$ cat src/rtl/wishbone_dma_pkg.sv
// Shared definitions for the wishbone_dma copy engine: register offsets,
// CTRL bit positions, FSM encoding and the initiator request payload.
package wishbone_dma_pkg;

  localparam int unsigned ADDR_W = 32;
  localparam int unsigned DATA_W = 32;
  localparam int unsigned SEL_W  = 4;

  // Register offsets as decoded from wb_adr[3:2]
  localparam logic [1:0] DMA_SRC  = 2'd0;
  localparam logic [1:0] DMA_DST  = 2'd1;
  localparam logic [1:0] DMA_LEN  = 2'd2;
  localparam logic [1:0] DMA_CTRL = 2'd3;

  localparam int unsigned CTRL_START  = 0;
  localparam int unsigned CTRL_BUSY   = 1;
  localparam int unsigned CTRL_DONE   = 2;
  localparam int unsigned CTRL_ERR    = 3;
  localparam int unsigned CTRL_IRQ_EN = 5;

  typedef enum logic [1:0] {
    ST_IDLE  = 2'd0,
    ST_READ  = 2'd1,
    ST_WRITE = 2'd2,
    ST_GAP   = 2'd3
  } dma_state_e;

  typedef struct packed {
    logic              cyc;
    logic              stb;
    logic              we;
    logic [ADDR_W-1:0] adr;
    logic [DATA_W-1:0] mosi;
  } bus_req_t;

  // Replace only the bytes of old_val selected by sel
  function automatic logic [DATA_W-1:0] byte_merge(input logic [DATA_W-1:0] old_val,
                                                   input logic [DATA_W-1:0] new_val,
                                                   input logic [SEL_W-1:0]  sel);
    logic [DATA_W-1:0] res;
    res = old_val;
    for (int i = 0; i < int'(SEL_W); i++) begin
      if (sel[i]) res[8*i +: 8] = new_val[8*i +: 8];
    end
    return res;
  endfunction

endpackage

$ cat src/rtl/wishbone_dma_engine.sv
// Copy engine: walks LEN words from SRC to DST as read/write beat pairs,
// with a one-cycle cyc gap after each word so the crossbar can re-arbitrate.
module wishbone_dma_engine
  import wishbone_dma_pkg::*;
#(
  parameter int unsigned LEN_WIDTH = 16
) (
  input  logic                 clk,
  input  logic                 rst_n,
  input  logic                 start,
  input  logic [ADDR_W-1:0]    src,
  input  logic [ADDR_W-1:0]    dst,
  input  logic [LEN_WIDTH-1:0] len,
  input  logic [DATA_W-1:0]    bus_miso,
  input  logic                 bus_ack,
  input  logic                 bus_err,
  output bus_req_t             req,
  output logic                 busy,
  output logic                 done_c,
  output logic                 err_c
);

  dma_state_e           state;
  logic [ADDR_W-1:0]    cur_src;
  logic [ADDR_W-1:0]    cur_dst;
  logic [LEN_WIDTH-1:0] count;

  // Completion and fault are flagged in the cycle the FSM leaves for IDLE
  assign done_c = (state == ST_GAP) && (count == '0);
  assign err_c  = ((state == ST_READ) || (state == ST_WRITE)) && bus_err;

  always_ff @(posedge clk) begin
    if (!rst_n) begin
      state   <= ST_IDLE;
      busy    <= 1'b0;
      req     <= '0;
      cur_src <= '0;
      cur_dst <= '0;
      count   <= '0;
    end else begin
      case (state)
        ST_IDLE: begin
          if (start && (len != '0)) begin
            state    <= ST_READ;
            busy     <= 1'b1;
            cur_src  <= src;
            cur_dst  <= dst;
            count    <= len;
            req.cyc  <= 1'b1;
            req.stb  <= 1'b1;
            req.we   <= 1'b0;
            req.adr  <= src;
          end
        end
        ST_READ: begin
          if (bus_err) begin
            state   <= ST_IDLE;
            busy    <= 1'b0;
            req.cyc <= 1'b0;
            req.stb <= 1'b0;
            req.we  <= 1'b0;
          end else if (bus_ack) begin
            state    <= ST_WRITE;
            req.we   <= 1'b1;
            req.adr  <= cur_dst;
            req.mosi <= bus_miso;
          end
        end
        ST_WRITE: begin
          if (bus_err) begin
            state   <= ST_IDLE;
            busy    <= 1'b0;
            req.cyc <= 1'b0;
            req.stb <= 1'b0;
            req.we  <= 1'b0;
          end else if (bus_ack) begin
            state   <= ST_GAP;
            cur_src <= cur_src + ADDR_W'(4);
            cur_dst <= cur_dst + ADDR_W'(4);
            count   <= count - LEN_WIDTH'(1);
            req.cyc <= 1'b0;
            req.stb <= 1'b0;
            req.we  <= 1'b0;
          end
        end
        ST_GAP: begin
          if (count != '0) begin
            state   <= ST_READ;
            req.cyc <= 1'b1;
            req.stb <= 1'b1;
            req.adr <= cur_src;
          end else begin
            state <= ST_IDLE;
            busy  <= 1'b0;
          end
        end
        default: begin
          state <= ST_IDLE;
          busy  <= 1'b0;
          req   <= '0;
        end
      endcase
    end
  end

endmodule

$ cat src/rtl/wishbone_dma.sv
// Single-channel memory-to-memory DMA: CPU-facing register file and
// Wishbone responder, irq generation, and the initiator copy engine.
module wishbone_dma
  import wishbone_dma_pkg::*;
#(
  parameter int unsigned LEN_WIDTH = 16,
  parameter logic [2:0]  TAG       = 3'b000
) (
  input  logic              sys_clk,
  input  logic              sys_rst_n,
  input  logic              wb_cyc,
  input  logic              wb_stb,
  input  logic              wb_we,
  input  logic [2:0]        wb_tag,
  input  logic [SEL_W-1:0]  wb_sel,
  input  logic [ADDR_W-1:0] wb_adr,
  input  logic [DATA_W-1:0] wb_mosi,
  output logic [DATA_W-1:0] wb_miso,
  output logic              wb_ack,
  output logic              wb_err,
  output logic              bus_cyc,
  output logic              bus_stb,
  output logic              bus_we,
  output logic [2:0]        bus_tag,
  output logic [SEL_W-1:0]  bus_sel,
  output logic [ADDR_W-1:0] bus_adr,
  output logic [DATA_W-1:0] bus_mosi,
  input  logic [DATA_W-1:0] bus_miso,
  input  logic              bus_ack,
  input  logic              bus_err,
  output logic              irq
);

  logic [ADDR_W-1:0]    src_q, src_n, dst_q, dst_n;
  logic [LEN_WIDTH-1:0] len_q, len_n;
  logic                 done_q, done_n, err_q, err_n, irq_en_q, irq_en_n;
  logic [DATA_W-1:0]    rd_data_c, len_merge_c;
  logic                 wb_req_c, wb_wr_c, ctrl_wr_c, start_c;
  logic                 busy, eng_done_c, eng_err_c;
  bus_req_t             req;
  logic                 unused_ok;

  assign wb_err    = 1'b0;
  assign bus_tag   = TAG;
  assign bus_sel   = '1;
  assign bus_cyc   = req.cyc;
  assign bus_stb   = req.stb;
  assign bus_we    = req.we;
  assign bus_adr   = req.adr;
  assign bus_mosi  = req.mosi;
  assign unused_ok = &{1'b0, wb_tag, wb_adr[31:4], wb_adr[1:0], len_merge_c};

  // A strobe held through its ack cycle is taken as the next request
  assign wb_req_c  = wb_cyc & wb_stb & ~wb_ack;
  assign wb_wr_c   = wb_req_c & wb_we;
  assign ctrl_wr_c = wb_wr_c && (wb_adr[3:2] == DMA_CTRL) && wb_sel[0];

  // Next-state of the register file; engine events override CPU clears
  always_comb begin
    src_n       = src_q;
    dst_n       = dst_q;
    len_n       = len_q;
    done_n      = done_q;
    err_n       = err_q;
    irq_en_n    = irq_en_q;
    start_c     = 1'b0;
    len_merge_c = byte_merge(DATA_W'(len_q), wb_mosi, wb_sel);
    if (wb_wr_c && !busy) begin
      case (wb_adr[3:2])
        DMA_SRC: src_n = byte_merge(src_q, wb_mosi, wb_sel) & ~DATA_W'(3);
        DMA_DST: dst_n = byte_merge(dst_q, wb_mosi, wb_sel) & ~DATA_W'(3);
        DMA_LEN: len_n = len_merge_c[LEN_WIDTH-1:0];
        default: ;
      endcase
    end
    if (ctrl_wr_c) begin
      irq_en_n = wb_mosi[CTRL_IRQ_EN];
      if (wb_mosi[CTRL_DONE]) done_n = 1'b0;
      if (wb_mosi[CTRL_ERR])  err_n  = 1'b0;
      start_c = wb_mosi[CTRL_START] & ~busy;
    end
    if (start_c) begin
      err_n  = 1'b0;
      done_n = (len_q == '0);
    end
    if (eng_done_c) done_n = 1'b1;
    if (eng_err_c)  err_n  = 1'b1;
  end

  always_comb begin
    rd_data_c = '0;
    case (wb_adr[3:2])
      DMA_SRC: rd_data_c = src_q;
      DMA_DST: rd_data_c = dst_q;
      DMA_LEN: rd_data_c = DATA_W'(len_q);
      default: begin
        rd_data_c[CTRL_BUSY]   = busy;
        rd_data_c[CTRL_DONE]   = done_q;
        rd_data_c[CTRL_ERR]    = err_q;
        rd_data_c[CTRL_IRQ_EN] = irq_en_q;
      end
    endcase
  end

  always_ff @(posedge sys_clk) begin
    if (!sys_rst_n) begin
      src_q    <= '0;
      dst_q    <= '0;
      len_q    <= '0;
      done_q   <= 1'b0;
      err_q    <= 1'b0;
      irq_en_q <= 1'b0;
      irq      <= 1'b0;
      wb_ack   <= 1'b0;
      wb_miso  <= '0;
    end else begin
      src_q    <= src_n;
      dst_q    <= dst_n;
      len_q    <= len_n;
      done_q   <= done_n;
      err_q    <= err_n;
      irq_en_q <= irq_en_n;
      irq      <= irq_en_n & (done_n | err_n);
      wb_ack   <= wb_req_c;
      if (wb_req_c) wb_miso <= rd_data_c;
    end
  end

  wishbone_dma_engine #(
    .LEN_WIDTH(LEN_WIDTH)
  ) u_engine (
    .clk     (sys_clk),
    .rst_n   (sys_rst_n),
    .start   (start_c),
    .src     (src_q),
    .dst     (dst_q),
    .len     (len_q),
    .bus_miso(bus_miso),
    .bus_ack (bus_ack),
    .bus_err (bus_err),
    .req     (req),
    .busy    (busy),
    .done_c  (eng_done_c),
    .err_c   (eng_err_c)
  );

endmodule

$ cat config.mk
export PLATFORM = sky130hd
export DESIGN_NAME = wishbone_dma
export DESIGN_NICKNAME = d
export VERILOG_FILES = /design/src/rtl/wishbone_dma_pkg.sv /design/src/rtl/wishbone_dma_engine.sv /design/src/rtl/wishbone_dma.sv
export SDC_FILE = /design/constraint.sdc
export NUM_CORES = 1
export LEC_CHECK = 0
export ABC_AREA = 1
export BUFFER_PORTS_ARGS = -buffer_cell sky130_fd_sc_hd__clkbuf_2
export CAP_MARGIN = 40
export CORE_UTILIZATION = 45
export CTS_CLUSTER_DIAMETER = 120
export DETAILED_ROUTE_END_ITERATION = 12
export GPL_ROUTABILITY_DRIVEN = 0
export PLACE_DENSITY = 0.66
export SLEW_MARGIN = 20
export SYNTH_ARGS = -nofsm -noshare
export SYNTH_HDL_FRONTEND = slang
export SYNTH_HIERARCHICAL = 1
export SYNTH_SLANG_ARGS = --single-unit
$ cat constraint.sdc
create_clock -name sys_clk -period 2.5 [get_ports sys_clk]
set_input_delay 0.5 -clock sys_clk [delete_from_list [all_inputs] [get_ports sys_clk]]
set_output_delay 0.5 -clock sys_clk [all_outputs]
set_load 0.01 [all_outputs]
==> results of run 1 <==
[flip-flops by register name, indices dropped and copies added, names as in the netlist]
register	cells
len_q	16
irq_en_q	1
u_engine/state	2
u_engine/cur_src	32
u_engine/cur_dst	32
u_engine/req	66
wb_miso	32
src_q	30
u_engine/count	16
err_q	1
dst_q	30
done_q	1
irq	1
u_engine/busy	1
wb_ack	1
[routing by layer]
metal,part of all wire,up-vias,GRT usage
met5,0,-,0
met4,0.021,0,0.06268
met3,0.092,63,0.04156
met2,0.41,566,0.3974
met1,0.47,6456,0.4020
li1,-,7099,-
[critical path: cells and delay by family (launching register included)]
family | cells | cell delay, ns
AO/OA/AOI/OAI | 2 | 0.35
AND/OR/NAND/NOR | 2 | 0.19
buffers and inverters | 3 | 0.78
adder cells (fa/ha/maj) | 1 | 0.26
flip-flops | 1 | 0.43
[report_power, final]
part / total, mW / leakage, nW / switching [mW] / internal, mW
clock: 4.20 / 0.448 / 1.73 / 2.48
combinational: 1.42 / 3.55 / 0.937 / 0.486
sequential: 4.50 / 2.12 / 0.166 / 4.34
[Yosys cell counts (all sizes together) (9+ instances only)]
master and number:
buf 62, ha 9, nor2 309, clkbuf 54, nand2 636, a21oi 189, xor2 10, a31oi 18
o21ai 175, nand3 97, dfxtp 262, inv 156, a22oi 32, nand4 48, nand3b 10
[worst paths after layout]
kind,startpoint,end,slack (ns)
setup / recovery,u_engine/state[1]$_SDFFE_PN0P_,u_engine/req[61]$_SDFFE_PN0P_,0.32
hold reg to reg,u_engine/req[58]$_SDFFE_PN0P_,u_engine/req[58]$_SDFFE_PN0P_,0.46
setup reg to reg,u_engine/state[1]$_SDFFE_PN0P_,u_engine/req[61]$_SDFFE_PN0P_,0.32
hold / removal,bus_miso[10],u_engine/req[10]$_SDFFE_PN0P_,0.17
[metrics by stage]
stage | hold WS [ns] | power (mW) | worst slack, ns | instances | area (µm²)
5_1_grt | 0.1674 | 10.57 | 0.1115 | 2648 | 15790
6_report | 0.1703 | 10.13 | 0.3194 | 2648 | 15790
4_1_cts | 0.1563 | 10.19 | 0.3247 | 2648 | 15790
2_1_floorplan | 0.4366 | 5.562 | 0.6520 | 2115 | 13670
3_3_place_gp | 0.4482 | 5.966 | 0.06895 | 2598 | 14870
3_5_place_dp | 0.4528 | 5.987 | -0.003950 | 2598 | 14870
[kinds of logic (layout without fill, tap and decap cells)]
logic type | count (synthesis) | after routing | share of synthesized area
other cells | 2 | 14 | 0.0005511
mux | 1 | 1 | 0.0007346
simple gates | 1109 | 1109 | 0.3368
xor+xnor | 11 | 11 | 0.007070
compound gates | 437 | 437 | 0.1761
buf+inv | 272 | 415 | 0.08557
flops | 262 | 262 | 0.3849
fa+ha+maj | 9 | 9 | 0.008264
[final cells by class]
class / instances / area share
multi-input combinational: 1581 / 0.4602
tap: 390 / 0.03090
timing repair buffer: 209 / 0.08096
clock buffer: 43 / 0.05244
sequential: 262 / 0.3321
clock inverter: 7 / 0.006021
inverter: 156 / 0.03739
[layout by cell type, fill, tap and decap left out, types with 3 or more instances in the layout]
master / count
o21bai_1: 5
inv_2: 11
o21ai_1: 8
nor3_1: 3
clkbuf_1: 9
clkbuf_16: 29
nand3_1: 91
dfxtp_1: 262
clkbuf_2: 176
xor2_1: 10
nand3_2: 4
a21oi_2: 11
buf_4: 21
o21ai_0: 167
o211ai_1: 6
ha_1: 8
nor2_1: 296
buf_12: 12
inv_1: 142
o221ai_1: 8
a31oi_1: 18
nand3b_1: 10
or2_2: 3
nand2_1: 623
a22oi_1: 32
conb_1: 14
a21oi_1: 178
nand4_1: 48
nor2_2: 13
clkbuf_8: 5
nand2_2: 11
==> impl_metrics.yaml, run 1 <==
status:
  status: "completed"
synthesis:
  synth_top_cells_by_area: "dfxtp_1, nand2_1, nor2_1"
  syn_inst: 2103
  async_reset_ff_frac: 0
  syn_avg_cell_area_um2: 6.480
  synth-edff-count: 0
  synthFlopType: "dfxtp_1"
  synth.top_cell.area_share: 0.3849
  synth_warnings: 6
  synth_cell_type_count: 44
  yosys.area.top_type: "dfxtp_1"
  ys_seq_elements: 262
  syn_area_um2: 13630
  ys_seq_area_frac: 0.3849
clock_tree:
  numCtsBuffers: 29
  cts-htree-levels: 1
  cts_resized: 0
  cts_setup_buffers: 0
  numClockSinks: 262
  clk_path_buf_depth: 3
  holdBufCountCts: 0
  cts-root-buf: "clkbuf_16"
  cts_tree: "built"
  cts.reportedPaths.clkPinSlew_ns: 0.06
  clk_latency_ns: 0.56
setup_path:
  cp_common_cell: "buf_4"
  crit_slowest_cell: "buf_4"
  max_stage_delay_ns: 0.49
  crit_path_end_kind: "flop"
  crit_arrival_ns: 2.61
  crit_fanout: 61
  startpoint_type: "flop"
  crit_chain: "inv_1, ha_1, nand3_2, buf_4, o21ai_0, buf_4, nand4_1, a21oi_1"
  critPathKind: "flop to flop"
  reg2reg_depth: 8
  required_ns: 2.93
final_layout:
  synthToLayoutAreaGrowth_pct: 15.90
  layout-drive-gt1-share: 0.1377
  multi_input_area_um2: 7268
  insertedDiodeCount: 0
  fillCellCount: 3005
  seqCellArea_um2: 5245
  final_core_util: 0.5315
  final_nets: 2358
floorplanning:
  rows: 63
  initial_utilization: 0.4585
  die_x_um: 176.0
  io_pins: 219
  die_h_um: 176.0
  core_area_um2: 29720
  die_area_um2: 30980
timing:
  finalMaxSlewViolations: 0
  finalSetupTns_ns: 0
  fin_skew_ns: 0.01808
  fmax_mhz: 458.6
  hold_violations: 0
  rsz0062_at_grt: "false"
  worst_pin_slew_ns: 0.6559
  setup_viol: 0
  fin_crit_sh: 0.8722
  slew_headroom: 0.5627
  finalCriticalPeriod_ns: 2.181
placed_design:
  port_buffers: 177
  dpl.hpwl_um: 30140
global_routing:
  grt_start_max_net_pins: 93
  grt-ovfl-total: 0
  grt_pass1_vias: 12550
  antenna_found_initial: 0
  track_usage: 0.2678
  grt_pass1_wl_um: 66730
min_path:
  worstHoldPathCells: 3
  hold_path.class: "input pin to flop"
drt:
  ant_nets: 0
  viasPerCell: 5.356
  post_drt_wl_per_cell_um: 15.86
  totalWireLength_um: 42010
  drc: 0
  firstDrtPassIters: 6
  drt_iter0_markers: 1347
  vias: 14180
power_and_ir_drop:
  max-vdd-ir-drop_v: 0.0006713
  p_per_area_nw_per_um2: 641.4
  power.static_leakage_nw: 6.123
run:
  maxCapViolCount: 0
Note: power is estimated with default switching activity, not from simulation.
==> run 2: changes to the inputs <==
--- a/config.mk
+++ b/config.mk
@@ -6,13 +6,13 @@
 export NUM_CORES = 1
 export LEC_CHECK = 0
 export ABC_AREA = 1
-export BUFFER_PORTS_ARGS = -buffer_cell sky130_fd_sc_hd__clkbuf_2
 export CAP_MARGIN = 40
+export CORE_ASPECT_RATIO = 1.75
 export CORE_UTILIZATION = 45
 export CTS_CLUSTER_DIAMETER = 120
 export DETAILED_ROUTE_END_ITERATION = 12
+export DONT_BUFFER_PORTS = 1
 export GPL_ROUTABILITY_DRIVEN = 0
-export PLACE_DENSITY = 0.66
 export SLEW_MARGIN = 20
 export SYNTH_ARGS = -nofsm -noshare
 export SYNTH_HDL_FRONTEND = slang
==> run 2 against run 1 <==
Against the previous run:
- clock skew fell by 0.0060 ns
- clock power rose by 2%
- cell area fell by 5.9%
- non-clock buffer count fell by 176
- power fell by 0.83%
- die area barely moved
- register-to-register slack barely moved
- highest routed layer unchanged
==> impl_metrics.yaml, run 2 (synthesis results as in run 1) <==
status:
  status: "completed"
final_layout:
  layout_commonest_cell: "nand2_1"
  largest_register_ffs: 66
  final_nets: 2179
  layout-drive-gt1-share: 0.06587
  mostFrequentLayoutCells: "nand2_1, nor2_1, dfxtp_1"
  synthToLayoutAreaGrowth_pct: 9.053
  insertedDiodeCount: 0
  final_core_util: 0.4961
  top_register: "u_engine/req"
floorplanning:
  core_area_um2: 29950
  rows: 84
  die_h_um: 232.2
  io_pins: 219
  initial_utilization: 0.4549
  die_x_um: 133.5
  die_area_um2: 31010
global_routing:
  grt_start_max_net_pins: 133
  grt_pass1_wl_um: 66610
  grt_pass1_vias: 12530
  track_usage: 0.2715
  grt-ovfl-total: 0
  antenna_found_initial: 0
setup_path:
  crit_fanout: 30
  r2r_start: "u_engine/state[1]$_SDFFE_PN0P_"
  reg2reg_slack_ns: 0.31
  regToRegEndpoint: "u_engine/req[49]$_SDFFE_PN0P_"
  critPathKind: "flop to flop"
  required_ns: 2.98
  reg2reg_depth: 9
  crit_arrival_ns: 2.67
  crit_path_end_kind: "flop"
  startpoint_type: "flop"
drt:
  post_drt_wl_per_cell_um: 17.25
  drc: 0
  totalWireLength_um: 42550
  viasPerCell: 5.433
  drt_iter0_markers: 957
  firstDrtPassIters: 6
  ant_nets: 0
  vias: 13400
timing:
  hold_violations: 0
  finalMaxSlewViolations: 0
  setup_viol: 0
  worst_pin_slew_ns: 0.5988
  fin_skew_ns: 0.01203
  finalCriticalPeriod_ns: 2.186
  fin_crit_sh: 0.8744
  fmax_mhz: 457.4
  rsz0062_at_grt: "false"
  finalSetupTns_ns: 0
  slew_headroom: 0.5966
clock_tree:
  cts-htree-levels: 1
  cts.reportedPaths.clkPinSlew_ns: 0.07
  cts_setup_buffers: 0
  clk_path_buf_depth: 3
  cts-root-buf: "clkbuf_16"
  clk_latency_ns: 0.55
  numCtsBuffers: 26
  cts_tree: "built"
  holdBufCountCts: 0
  numClockSinks: 262
  cts_resized: 0
power_and_ir_drop:
  power.static_leakage_nw: 5.339
  p_per_area_nw_per_um2: 676.1
  max-vdd-ir-drop_v: 0.0008719
min_path:
  hp-start: "sys_rst_n"
  hold_end: "done_q$_SDFF_PN0_"
  hold_path.class: "input pin to flop"
  worstHoldPathCells: 2
placed_design:
  port_buffers: 0
  dpl.hpwl_um: 31250
run:
  maxCapViolCount: 0
-- run 2: stage by stage --
step                      cell area [µm²]  instances  total power [mW]  setup slack, ns  hold WS, ns
after global routing                14860       2467             10.48          0.01528      0.05798
after global placement              13920       2418             5.818           0.2199       0.4523
after floorplan                     13670       2115             5.562           0.6520       0.4366
after CTS                           14860       2467             10.13           0.2922      0.04733
final                               14860       2467             10.05           0.3139      0.05878
after detailed placement            13930       2419             5.840           0.2269       0.4584
-- run 2: critical path: stages, from the launching register on --
cell     delay, ns
dfxtp_1       0.36
inv_1         0.10
ha_1          0.18
buf_4         0.14
nand3_2       0.35
inv_2         0.54
nand2_1       0.09
nand2_1       0.09
nand4_1       0.10
a21oi_1       0.16
-- run 2: how the worst max path moves through the flow --
stage                              startpoint  depth (start not counted)                                 to
5_1_grt        u_engine/state[1]$_SDFFE_PN0P_                          9      u_engine/req[50]$_SDFFE_PN0P_
4_1_cts        u_engine/state[1]$_SDFFE_PN0P_                          8      u_engine/req[22]$_SDFFE_PN0P_
3_5_place_dp                        wb_adr[2]                         12  u_engine/cur_dst[23]$_SDFFE_PN0P_
6_report       u_engine/state[1]$_SDFFE_PN0P_                          9      u_engine/req[49]$_SDFFE_PN0P_
3_3_place_gp   u_engine/state[1]$_SDFFE_PN0P_                          7      u_engine/req[62]$_SDFFE_PN0P_
2_1_floorplan                          wb_cyc                         10      u_engine/req[66]$_SDFFE_PN0P_
-- run 2: where the power goes --
| group | total (mW) | switching, mW | internal, mW |
|---|---|---|---|
| clock | 4.29 | 1.75 | 2.54 |
| sequential | 4.53 | 0.192 | 4.34 |
| combinational | 1.23 | 0.827 | 0.404 |
-- run 2: per-layer routing --
layer,global-route usage,up-vias,routed length (µm)
li1,-,6745,-
met1,0.3204,6063,16870
met2,0.4618,500,20100
met3,0.04497,96,3147
met4,0.1563,0,2434
met5,0,-,0
-- run 2: final cells by class --
| class | instances | area, µm² |
|---|---|---|
| multi-input cells | 1581 | 7273 |
| well taps | 387 | 484.2 |
| repair buffers | 33 | 339.1 |
| fillers | 3118 | 15090 |
| clock buffers | 37 | 763.2 |
| inverters | 156 | 589.3 |
| clock inverters | 11 | 166.4 |
| flip-flops and latches | 262 | 5245 |
==> run 3: changes to the inputs <==
--- a/config.mk
+++ b/config.mk
@@ -13,6 +13,7 @@
 export DETAILED_ROUTE_END_ITERATION = 12
 export DONT_BUFFER_PORTS = 1
 export GPL_ROUTABILITY_DRIVEN = 0
+export PLACE_DENSITY = 0.7
 export SLEW_MARGIN = 20
 export SYNTH_ARGS = -nofsm -noshare
 export SYNTH_HDL_FRONTEND = slang
==> run 3 against run 2 <==
Against the previous run:
- flip-flop and latch count unchanged
- via count up 0.71%
- hold slack improved by 0.025 ns
- critical path depth grew 1
- die area is the same
- first-iteration DRC count grew 7.0%
- critical endpoint is now u_engine/cur_src[16]$_SDFFE_PN0P_
- largest power group unchanged
==> impl_metrics.yaml, run 3 (synthesis results as in run 1) <==
placed_design:
  place_ws_ns: 0.3739
  port_buffers: 0
  placed_cell_area_um2: 13890
  dpl.hpwl_um: 30630
drt:
  drt_iter0_markers: 1024
  firstDrtPassIters: 6
  vias: 13500
  totalWireLength_um: 41880
  viasPerCell: 5.490
  ant_nets: 0
  drc: 0
  post_drt_wl_per_cell_um: 17.03
timing:
  rsz0062_at_grt: "false"
  slew_headroom: 0.5733
  worst_pin_slew_ns: 0.6400
  fmax_mhz: 469.1
  finalSetupTns_ns: 0
  finalMaxSlewViolations: 0
  setup_slack_ns: 0.3681
  hold_violations: 0
  fin_crit_sh: 0.8528
  setup_viol: 0
  whs_ns: 0.08394
  fin_skew_ns: 0.01713
  finalCriticalPeriod_ns: 2.132
global_routing:
  track_usage: 0.2636
  grt_pass1_wl_um: 64830
  grt_pass1_vias: 12610
  grt_start_max_net_pins: 133
  grt-ovfl-total: 0
  antenna_found_initial: 0
setup_path:
  required_ns: 2.95
  crit_arrival_ns: 2.58
  crit_path_end_kind: "flop"
  critPathKind: "flop to flop"
  startpoint_type: "flop"
  reg2reg_depth: 10
  crit_fanout: 6
clock_tree:
  numCtsBuffers: 26
  clk_latency_ns: 0.55
  holdBufCountCts: 0
  cts-root-buf: "clkbuf_16"
  cts_resized: 0
  cts-htree-levels: 1
  clk_path_buf_depth: 3
  numClockSinks: 262
  cts_setup_buffers: 0
  cts_tree: "built"
  cts.reportedPaths.clkPinSlew_ns: 0.07
floorplanning:
  die_area_um2: 31010
  initial_utilization: 0.4549
  rows: 84
  io_pins: 219
  core_area_um2: 29950
  die_h_um: 232.2
  die_x_um: 133.5
status:
  status: "completed"
power_and_ir_drop:
  clockPowerShare: 0.419
  p_per_area_nw_per_um2: 669.2
  p_sw_frac: 0.2745
  internal-power_mw: 7.178
  p_comb_frac: 0.122
  max-vdd-ir-drop_v: 0.0005382
  seq_power_share: 0.458
  power.static_leakage_nw: 5.295
  p_switching_mw: 2.716
run:
  maxCapViolCount: 0
final_layout:
  top_register: "u_engine/req"
  insertedDiodeCount: 0
  fillCellCount: 3081
  final_nets: 2174
  layout-drive-gt1-share: 0.06274
  largest_register_ffs: 66
  mostFrequentLayoutCells: "nand2_1, nor2_1, dfxtp_1"
  layout_commonest_cell: "nand2_1"
  synthToLayoutAreaGrowth_pct: 8.502
  fin_area_um2: 14790
min_path:
  hold_path.class: "input pin to flop"
  worstHoldPathCells: 2
[run 3: cell count changes in the layout (fill, tap and decap cells not counted), sizes merged]
cell / change
buf: -5
clkinv: -3
bufinv: -1
inv: +1
[run 3: per-layer routing]
| metal | vias to the layer above | track usage | wire (µm) |
|---|---|---|---|
| li1 | 6716 | - | - |
| met1 | 6076 | 0.2978 | 16020 |
| met2 | 585 | 0.4635 | 20230 |
| met3 | 122 | 0.04279 | 3224 |
| met4 | 0 | 0.1541 | 2403 |
| met5 | - | 0 | 0 |
[run 3: critical path: stages (launching register included)]
cell	delay (ns)
dfxtp_1	0.49
ha_1	0.38
nand2_1	0.13
nor2_2	0.24
nand2_2	0.15
nor2_2	0.23
nand4_1	0.11
nand3_1	0.10
nand2_1	0.06
nor2_1	0.09
nor2_1	0.05
[run 3: area by class of cell]
cell class | count | area, µm² | share of cell area
Inverter | 156 | 589.3 | 0.03986
Timing Repair Buffer | 28 | 297.8 | 0.02014
Tap cell | 387 | 484.2 | 0.03275
Clock inverter | 8 | 122.6 | 0.008293
Multi-Input combinational cell | 1581 | 7273 | 0.4919
Clock buffer | 37 | 773.2 | 0.05230
Sequential cell | 262 | 5245 | 0.3547
[run 3: through the flow]
| step | cells | power [mW] | util |
|---|---|---|---|
| 3_5_place_dp | 2414 | 5.815 | 0.4637 |
| 4_1_cts | 2459 | 9.965 | 0.4936 |
| 3_3_place_gp | 2414 | 5.790 | 0.4637 |
| 2_1_floorplan | 2115 | 5.562 | - |
| 6_report | 2459 | 9.894 | 0.4936 |
| 5_1_grt | 2459 | 10.30 | 0.4936 |
[run 3: worst paths after layout]
check,from,to,slack (ns)
worst max-delay path,u_engine/cur_src[2]$_SDFFE_PN0P_,u_engine/cur_src[16]$_SDFFE_PN0P_,0.37
worst min register to register,u_engine/cur_src[1]$_SDFFE_PN0P_,u_engine/cur_src[1]$_SDFFE_PN0P_,0.47
worst min-delay path,wb_mosi[4],src_q[4]$_SDFFE_PN0P_,0.08
worst max register to register,u_engine/cur_src[2]$_SDFFE_PN0P_,u_engine/cur_src[16]$_SDFFE_PN0P_,0.37
[run 3: power groups by stage]
stage                     Sequential (mW)  Combinational, mW  Clock (mW)
final                                4.54               1.21        4.15
after global routing                 4.55               1.36        4.39
after CTS                            4.53               1.20        4.24
after detailed placement             4.62               1.19           0
after global placement               4.62               1.17           0
after floorplan                      4.56              0.997           0
